--- src/rtl/ps2_rx_fifo.sv ---
// ============================================================================
// Module      : ps2_rx_fifo
// Description : PS/2 device-to-host receiver with show-ahead scan-code FIFO,
//               frame validation, bit-period timeout and sticky error flags.
//               Optional odd-parity check: define PS2_PARITY_CHECK_EN.
// Revision    : 1.0 - initial release
// ============================================================================
`default_nettype none

module ps2_rx_fifo #(
    parameter int DEPTH          = 8,
    parameter int TIMEOUT_CYCLES = 20000,
    parameter int CW             = $clog2(DEPTH) + 1
) (
    input  logic          clk,
    input  logic          rst,
    input  logic          ps2_clk,
    input  logic          ps2_data,
    input  logic          rd_pop,
    input  logic          err_clr,
    output logic [7:0]    data,
    output logic          ready,
    output logic [CW-1:0] count,
    output logic          overflow,
    output logic          frame_err,
    output logic          parity_err
);

    localparam int AW = CW - 1;
    localparam int TW = $clog2(TIMEOUT_CYCLES + 1);

    localparam logic [1:0] c_idle   = 2'd0;
    localparam logic [1:0] c_data   = 2'd1;
    localparam logic [1:0] c_parity = 2'd2;
    localparam logic [1:0] c_stop   = 2'd3;

    logic          r_clk_s1, r_clk_s2, r_clk_prev;
    logic          r_dat_s1, r_dat_s2;
    logic [1:0]    r_state;
    logic [2:0]    r_bitcnt;
    logic [TW-1:0] r_tcnt;
    logic [7:0]    r_shift;
    logic [CW-1:0] r_wp, r_rp;
    logic [7:0]    r_mem [DEPTH];
    logic          r_overflow, r_frame_err;

    logic w_fall, w_timeout, w_push, w_frame_set;
    logic w_empty, w_full, w_pop, w_wr, w_ovf_set;

    // Pin synchronisers idle high so reset never fabricates a falling edge.
    always_ff @(posedge clk or posedge rst) begin
        if (rst) begin
            r_clk_s1   <= 1'b1;
            r_clk_s2   <= 1'b1;
            r_clk_prev <= 1'b1;
            r_dat_s1   <= 1'b1;
            r_dat_s2   <= 1'b1;
        end else begin
            r_clk_s1   <= ps2_clk;
            r_clk_s2   <= r_clk_s1;
            r_clk_prev <= r_clk_s2;
            r_dat_s1   <= ps2_data;
            r_dat_s2   <= r_dat_s1;
        end
    end

    assign w_fall    = r_clk_prev & ~r_clk_s2;
    assign w_timeout = (r_state != c_idle) && (r_tcnt == TW'(TIMEOUT_CYCLES));

`ifdef PS2_PARITY_CHECK_EN
    logic r_par_bit;
    logic r_parity_err;
    logic w_par_set;
    logic w_par_ok;

    assign w_par_ok = ^{r_shift, r_par_bit};

    always_ff @(posedge clk or posedge rst) begin
        if (rst)
            r_par_bit <= 1'b0;
        else if (!w_timeout && w_fall && r_state == c_parity)
            r_par_bit <= r_dat_s2;
    end

    always_ff @(posedge clk or posedge rst) begin
        if (rst)
            r_parity_err <= 1'b0;
        else
            r_parity_err <= w_par_set | (r_parity_err & ~err_clr);
    end

    assign parity_err = r_parity_err;
`else
    assign parity_err = 1'b0;
`endif

    // A timeout takes priority over any coincident edge.
    always_comb begin
        w_push      = 1'b0;
        w_frame_set = 1'b0;
`ifdef PS2_PARITY_CHECK_EN
        w_par_set   = 1'b0;
`endif
        if (w_timeout) begin
            w_frame_set = 1'b1;
        end else if (w_fall) begin
            case (r_state)
                c_idle: begin
                    if (r_dat_s2)
                        w_frame_set = 1'b1;
                end
                c_stop: begin
                    if (!r_dat_s2)
                        w_frame_set = 1'b1;
`ifdef PS2_PARITY_CHECK_EN
                    else if (!w_par_ok)
                        w_par_set = 1'b1;
`endif
                    else
                        w_push = 1'b1;
                end
                default: ;
            endcase
        end
    end

    always_ff @(posedge clk or posedge rst) begin
        if (rst) begin
            r_state  <= c_idle;
            r_bitcnt <= 3'd0;
            r_tcnt   <= '0;
            r_shift  <= 8'h00;
        end else if (w_timeout) begin
            r_state <= c_idle;
            r_tcnt  <= '0;
        end else begin
            if (r_state == c_idle || w_fall)
                r_tcnt <= '0;
            else
                r_tcnt <= r_tcnt + TW'(1);

            if (w_fall) begin
                case (r_state)
                    c_idle: begin
                        if (!r_dat_s2) begin
                            r_state  <= c_data;
                            r_bitcnt <= 3'd0;
                        end
                    end
                    c_data: begin
                        r_shift <= {r_dat_s2, r_shift[7:1]};
                        if (r_bitcnt == 3'd7)
                            r_state <= c_parity;
                        else
                            r_bitcnt <= r_bitcnt + 3'd1;
                    end
                    c_parity: r_state <= c_stop;
                    c_stop:   r_state <= c_idle;
                    default:  r_state <= c_idle;
                endcase
            end
        end
    end

    assign w_empty   = (r_wp == r_rp);
    assign w_full    = (r_wp[AW-1:0] == r_rp[AW-1:0]) && (r_wp[AW] != r_rp[AW]);
    assign w_pop     = rd_pop & ~w_empty;
    // A pop in the same cycle frees the slot the full-FIFO push lands in.
    assign w_wr      = w_push & (~w_full | w_pop);
    assign w_ovf_set = w_push & w_full & ~w_pop;

    always_ff @(posedge clk) begin
        if (w_wr)
            r_mem[r_wp[AW-1:0]] <= r_shift;
    end

    always_ff @(posedge clk or posedge rst) begin
        if (rst) begin
            r_wp        <= '0;
            r_rp        <= '0;
            r_overflow  <= 1'b0;
            r_frame_err <= 1'b0;
        end else begin
            if (w_wr)
                r_wp <= r_wp + CW'(1);
            if (w_pop)
                r_rp <= r_rp + CW'(1);
            r_overflow  <= w_ovf_set   | (r_overflow  & ~err_clr);
            r_frame_err <= w_frame_set | (r_frame_err & ~err_clr);
        end
    end

    assign data      = w_empty ? 8'h00 : r_mem[r_rp[AW-1:0]];
    assign ready     = ~w_empty;
    assign count     = r_wp - r_rp;
    assign overflow  = r_overflow;
    assign frame_err = r_frame_err;

endmodule

`default_nettype wire

--- config.mk ---
export PLATFORM = sky130hd
export DESIGN_NAME = ps2_rx_fifo
export DESIGN_NICKNAME = d
export VERILOG_FILES = /design/src/rtl/ps2_rx_fifo.sv
export SDC_FILE = /design/constraint.sdc
export NUM_CORES = 1
export LEC_CHECK = 0
export BUFFER_PORTS_ARGS = -buffer_cell sky130_fd_sc_hd__buf_4
export CAP_MARGIN = 40
export CORE_MARGIN = 10
export CORE_UTILIZATION = 61
export CTS_CLUSTER_SIZE = 8
export DETAILED_ROUTE_END_ITERATION = 6
export PLACE_DENSITY = 0.87
export SYNTH_ARGS = -nofsm -noshare
export SYNTH_HDL_FRONTEND = slang
export SYNTH_SLANG_ARGS = --single-unit
--- constraint.sdc ---
create_clock -name clk -period 4.3 [get_ports clk]
set_input_delay 0.43 -clock clk [delete_from_list [all_inputs] [get_ports clk]]
set_output_delay 0.43 -clock clk [all_outputs]
set_load 0.05 [all_outputs]
# Yosys cells after proc, flatten, opt, wreduce, memory -nomap -nowiden
# Memories as Yosys holds them, arrays and structs flattened.
# Index checks and enable logic that the tools add are counted.
totals:
  mem_count: 1
  output_inout_bits: 16
  mem_bits_rw: 64
  elab_cells: 78
  reg_bits: 43
op_classes:
  n_eq_ne: 12
  bitwise_logic: 16
  n_addsub: 5
  mux: 21
  n_reduce_logical: 10
memory_table:
  columns: ["memory", "depth", "width", "read_ports", "rd_ports_with_merged_regs", "write_ports", "line", "text"]
  rows:
  - ["r_mem", 8, 8, 1, 0, 1, "44", "logic [7:0] r_mem [DEPTH];"]
op_table:
  columns: ["operator", "n"]
  rows:
  - ["$mux W15", 2]
  - ["$add A15 B1 Y15 const B", 1]
  - ["$eq A15 B15 Y1 const B", 1]
  - ["$mux W1", 9]
  - ["$add A4 B1 Y4 const B", 2]
  - ["$mux W2", 4]
  - ["$mux W8", 1]
  - ["$pmux W2 S4", 1]
  - ["$and A1 B1 Y1", 7]
  - ["$mux W3", 2]
  - ["$ne A3 B3 Y1 const B", 2]
  - ["$not A1 Y1", 6]
  - ["$pmux W3 S2", 1]
  - ["$reduce_and A3 Y1", 2]
  - ["$reduce_bool A2 Y1", 3]
  - ["$reduce_and A5 Y1", 1]
  - ["$eq A2 B2 Y1 const B", 2]
  - ["$eq A4 B4 Y1", 1]
  - ["$ne A2 B2 Y1 const B", 2]
  - ["$sub A4 B4 Y4", 1]
  - ["$add A3 B1 Y3 const B", 1]
  - ["$eq A3 B3 Y1", 1]
  - ["$eq A3 B3 Y1 const B", 1]
  - ["$or A1 B1 Y1", 3]
  - ["6 further kinds", 7]

# Logic depth before layout (Yosys ltp)
logic_depth:
  word_depth: 7
  depth_mapped: 9

# Least setup slack after synthesis
# Ideal clock, no wire load.
synth_path:
  kind: "register to register"
  startpoint: "reg r_rp[1]"
  endpoint: "mem r_mem[4][0], enable pin"
  slack_ns: 1.239
  path_stages_with_launch: 9
  arrival_ns: 2.663
  period_less_slack_ns: 3.061
  setup_time_ns: 0.398
  path_cell_list: "dfrtp_1 > buf_2 > buf_1 > inv_1 > ha_1 > nand3_1 > or3_1 > nand3_2 > nor4b_1"
synth_via:
  elab_chain_len: 7
  word_cells_on_any_way: 10
synth_lines:
  columns: ["element", "line", "text"]
  rows:
  - ["start, declared", "43", "logic [CW-1:0] r_wp, r_rp;"]
  - ["start signal, assigned", "187", "r_rp <= r_rp + CW'(1);"]
  - ["$eq A4 B4 Y1 or $eq A3 B3 Y1 (tied branches)", "165, 166", null]
  - ["$not A1 Y1 or $logic_and A1 B1 Y1 (tied branches)", "167, 166", null]
  - ["$and A1 B1 Y1 or $not A1 Y1 (tied branches)", "167, 169", null]
  - ["$or A1 B1 Y1 *", "169", "assign w_wr = w_push & (~w_full | w_pop);"]
  - ["$and A1 B1 Y1 *", "169", null]
  - ["$mux W1 *", "173", "if (w_wr)"]
  - ["$mux W1 (implied by the code) *", "174", "r_mem[r_wp[AW-1:0]] <= r_shift;"]
  - ["end, declared", "44", null]
# Mark *: on every way between the ends. The rest lies on a longest branch, timed or not.

# Final worst setup path
layout_path:
  startpoint: "reg r_rp[2]"
  endpoint: "out data[0]"
layout_via:
  elab_chain_len: 2
  word_cells_on_any_way: 3
layout_lines:
  columns: ["element", "line", "text"]
  rows:
  - ["$mem_v2 Z8 W8 or $eq A4 B4 Y1 (tied branches)", null, null]
  - ["$mux W8 *", "193", "assign data = w_empty ? 8'h00 : r_mem[r_rp[AW-1:0]];"]
  - ["end, declared", "21", "output logic [7:0] data,"]
# Marked as above.

==> key figures <==
STA
  • Hold WS: around 0.16 ns
  • Final min period: approximately 2.9 ns
  • Unrepaired setup endpoints after global routing: no
  • Worst-margin pin slew: ~0.60 ns
  • Clk_skew: 0.0114 ns
  • Fin. max-slew vios: 0
  • Max Clk Rate: 341 MHz
  • Final Hold Viols: 0
  • Relative slew slack: 59.7%
  • Setup tns final: 0 ns
  • Final WS setup: 1.37 ns
  • Final Cycle Share: 68.2%
  • Endpoints failing setup: 0

Placed design
  • Buffers on Ports: 20
  • Placed insts: between 400 and 500
  • Final HPWL DP: a little under 6000 um
  • GPL Wtd Cong: just over 0.8
  • Place WS: ~1.5 ns

Detailed routing
  • DR vias: between 2000 and 3000
  • Starting DRT DRC Count: 110
  • Via/cell ratio: approximately 5.7
  • Post-DR wirelength/cell: 18.8 um
  • DR DRC count: 0
  • First drt pass iteration count: 4
  • Routed wire length: between 8000 and 9000 um
  • DRT antenna net count: 0

Synthesis
  • Number of library cell types mapped by synthesis: 49
  • Post-synthesis cell count: roughly 320
  • Synthesized area: about 4700 um2
  • Average footprint of a synthesized cell: roughly 15 um2
  • Synthesized flop and latch total: 107
  • Syn. warnings: 0
  • Syn_nets: ~340
  • Post-synthesis sequential area ratio: 64.3%

Setup path
  • Critical Path End Type: primary output
  • Critical Path Fanout Max: 11
  • R2R Setup Slk: 1.45 ns
  • Critical path arrival: roughly 2.5 ns
  • Startpoint types: flop
  • CP Data Required Time: approximately 3.9 ns
  • Crit path kind: flop to primary output

Global route
  • Met3 usage: 3.17%
  • Total gr overflow: 0
  • GR Layer Usage met2: between 20% and 30%
  • Grt peak-use layer: met2
  • GRT Resource Usage Total: ~16%
  • Vias in the first global route: ~2600
  • GR Layer Usage met1: approximately a fifth
  • First-pass GRT wire length: 14000 um
  • Initial antenna violation count: 0
  • Maximum number of pins on one net before global-route repair: 44

Power
  • Comb pwr share: about two fifths
  • Clock power frac: 18.7%
  • Sequential power share: between 40% and 50%
  • Internal: 2020 uW
  • Leak pwr: approximately 0.002 uW
  • Sw frac: 40.5%
  • Peak VDD IR: about 0.28 mV
  • Switch Pwr: between 1000 and 1500 uW
  • Pwr/cell area: about 660 nW/um2

CTS
  • Clock Tree Root: clkbuf_8
  • CTS tree: built
  • Clk slew on worst S/H paths: around 0.10 ns
  • Hold_buf cts: 0
  • Clock Path Buffers: 2
  • Postcts setup bufs: 0
  • Worst-Skew Late Latency: 0.37 ns
  • CTS buffer count: 9
  • Htree depth: 3
  • Post-CTS Resized: 0
  • Clk sink count: about 110

Floorplan
  • DIE HEIGHT: about 110 um
  • Starting Density: a little under two thirds
  • Num rows: 31
  • Die area: about 12000 um2
  • Die X: around 110 um
  • Core footprint: around 7300 um2
  • Ports: 22

Layout
  • Most frequent cells in the layout: edfxtp_1, dfrtp_1, buf_4
  • Area grow syn2layout: 10.6%
  • Total Nets Final: about 370
  • Non-Filler Instances: between 400 and 500
  • Most common cell after layout, fill and taps aside: edfxtp_1
  • # diodes: 0
  • Fin util: 70.5%
  • Layout cell share with drive strength beyond 1: around a quarter

Status
  • Status: complete, no violations

Job
  • Max cap viols: 0

Worst hold path
  • Worst min path class: input pin to flop
-- routing by layer --
layer	vias to the layer above	wire, um	part of all wire [%]
met5	-	0	0
met4	0	199	2.4
met3	17	382	4.5
met2	68	4420	52
met1	1252	3450	41
li1	1216	-	-
-- cell type report --
cell class / count / area [um2]
tap: 99 / 124
multi-input combinational: 178 / 1530
fill: 473 / 2160
sequential: 107 / 3000
clock buffer: 9 / 124
inverter: 19 / 71.3
clock inverter: 7 / 83.8
timing repair buffer: 31 / 230
-- registers in the layout, summed over array words and instances (netlist names), 2 cells and up --
register and cells:
r_wp 4, r_rp 4, r_state 2, r_tcnt 15, r_shift 8, r_mem 64
r_bitcnt 3
-- path summary, 6_finish.rpt --
check                         start           to  depth (start not counted)
max                         r_rp[2]      data[0]                          5
min                         ps2_clk     r_clk_s1                          1
max reg2reg                 r_rp[2]  r_mem[5][2]                          7
min reg2reg                r_dat_s1     r_dat_s2                          0
max in group asynchronous       rst      r_rp[2]                          3
min in group asynchronous       rst    r_tcnt[0]                          3
-- critical path, stage by stage (launching register included) --
cell	delay, ns
dfrtp_1	0.53
clkinv_1	0.33
ha_1	0.43
and4_1	0.33
a21oi_1	0.27
buf_4	0.25
-- cells in the mapped netlist (all sizes together) --
master	count	share of area [%]
nor4bb	2	0.88
o21ai	2	0.21
buf	10	1.3
inv	18	1.4
a21o	2	0.32
mux4	16	7.7
nor4b	3	0.70
a22o	1	0.19
xnor2	14	2.6
clkinv	1	0.080
or3	2	0.27
nor2	20	1.6
nor4	6	0.80
and3	2	0.27
dfrtp	38	20
o31ai	1	0.16
or4	1	0.16
nor3b	2	0.32
o2bb2ai	1	0.19
nand3	9	1.2
dfstp	5	2.8
mux2i	2	0.43
fa	1	0.43
and4b	1	0.21
xor2	7	1.3
ha	13	3.5
and2	2	0.29
conb	1	0.080
nand2	27	2.2
nor3	3	0.32
a221o	1	0.21
nor2b	1	0.13
a32o	1	0.21
clkbuf	2	0.16
and4	4	0.83
edfxtp	64	41
mux2	11	2.7
a21oi	11	1.2
nand4	8	1.2
-- stage by stage --
stage | cell area, um2 | power [uW]
finish | 5170 | 3390
global route | 5170 | 3570
CTS | 5170 | 3420
floorplan | 4670 | 2410
detailed placement | 4960 | 2790
global placement | 4950 | 2750
-- cells by family after synthesis --
kind of cell | synth area share (%)
buffers and inverters | 2.95
adder cells (fa/ha/maj) | 3.91
multiplexers | 10.8
flip-flops | 64.3
other | 0.0803
XOR/XNOR | 3.94
AO/OA/AOI/OAI | 2.68
AND/OR/NAND/NOR | 11.4
-- power groups by stage --
stage	Clock [uW]	Sequential [uW]	Combinational, uW
global route	684	1410	1480
CTS	640	1390	1390
finish	632	1390	1370
floorplan	0	1350	1060
global placement	0	1390	1350
detailed placement	0	1410	1380
(Power assumes the default switching activity.)
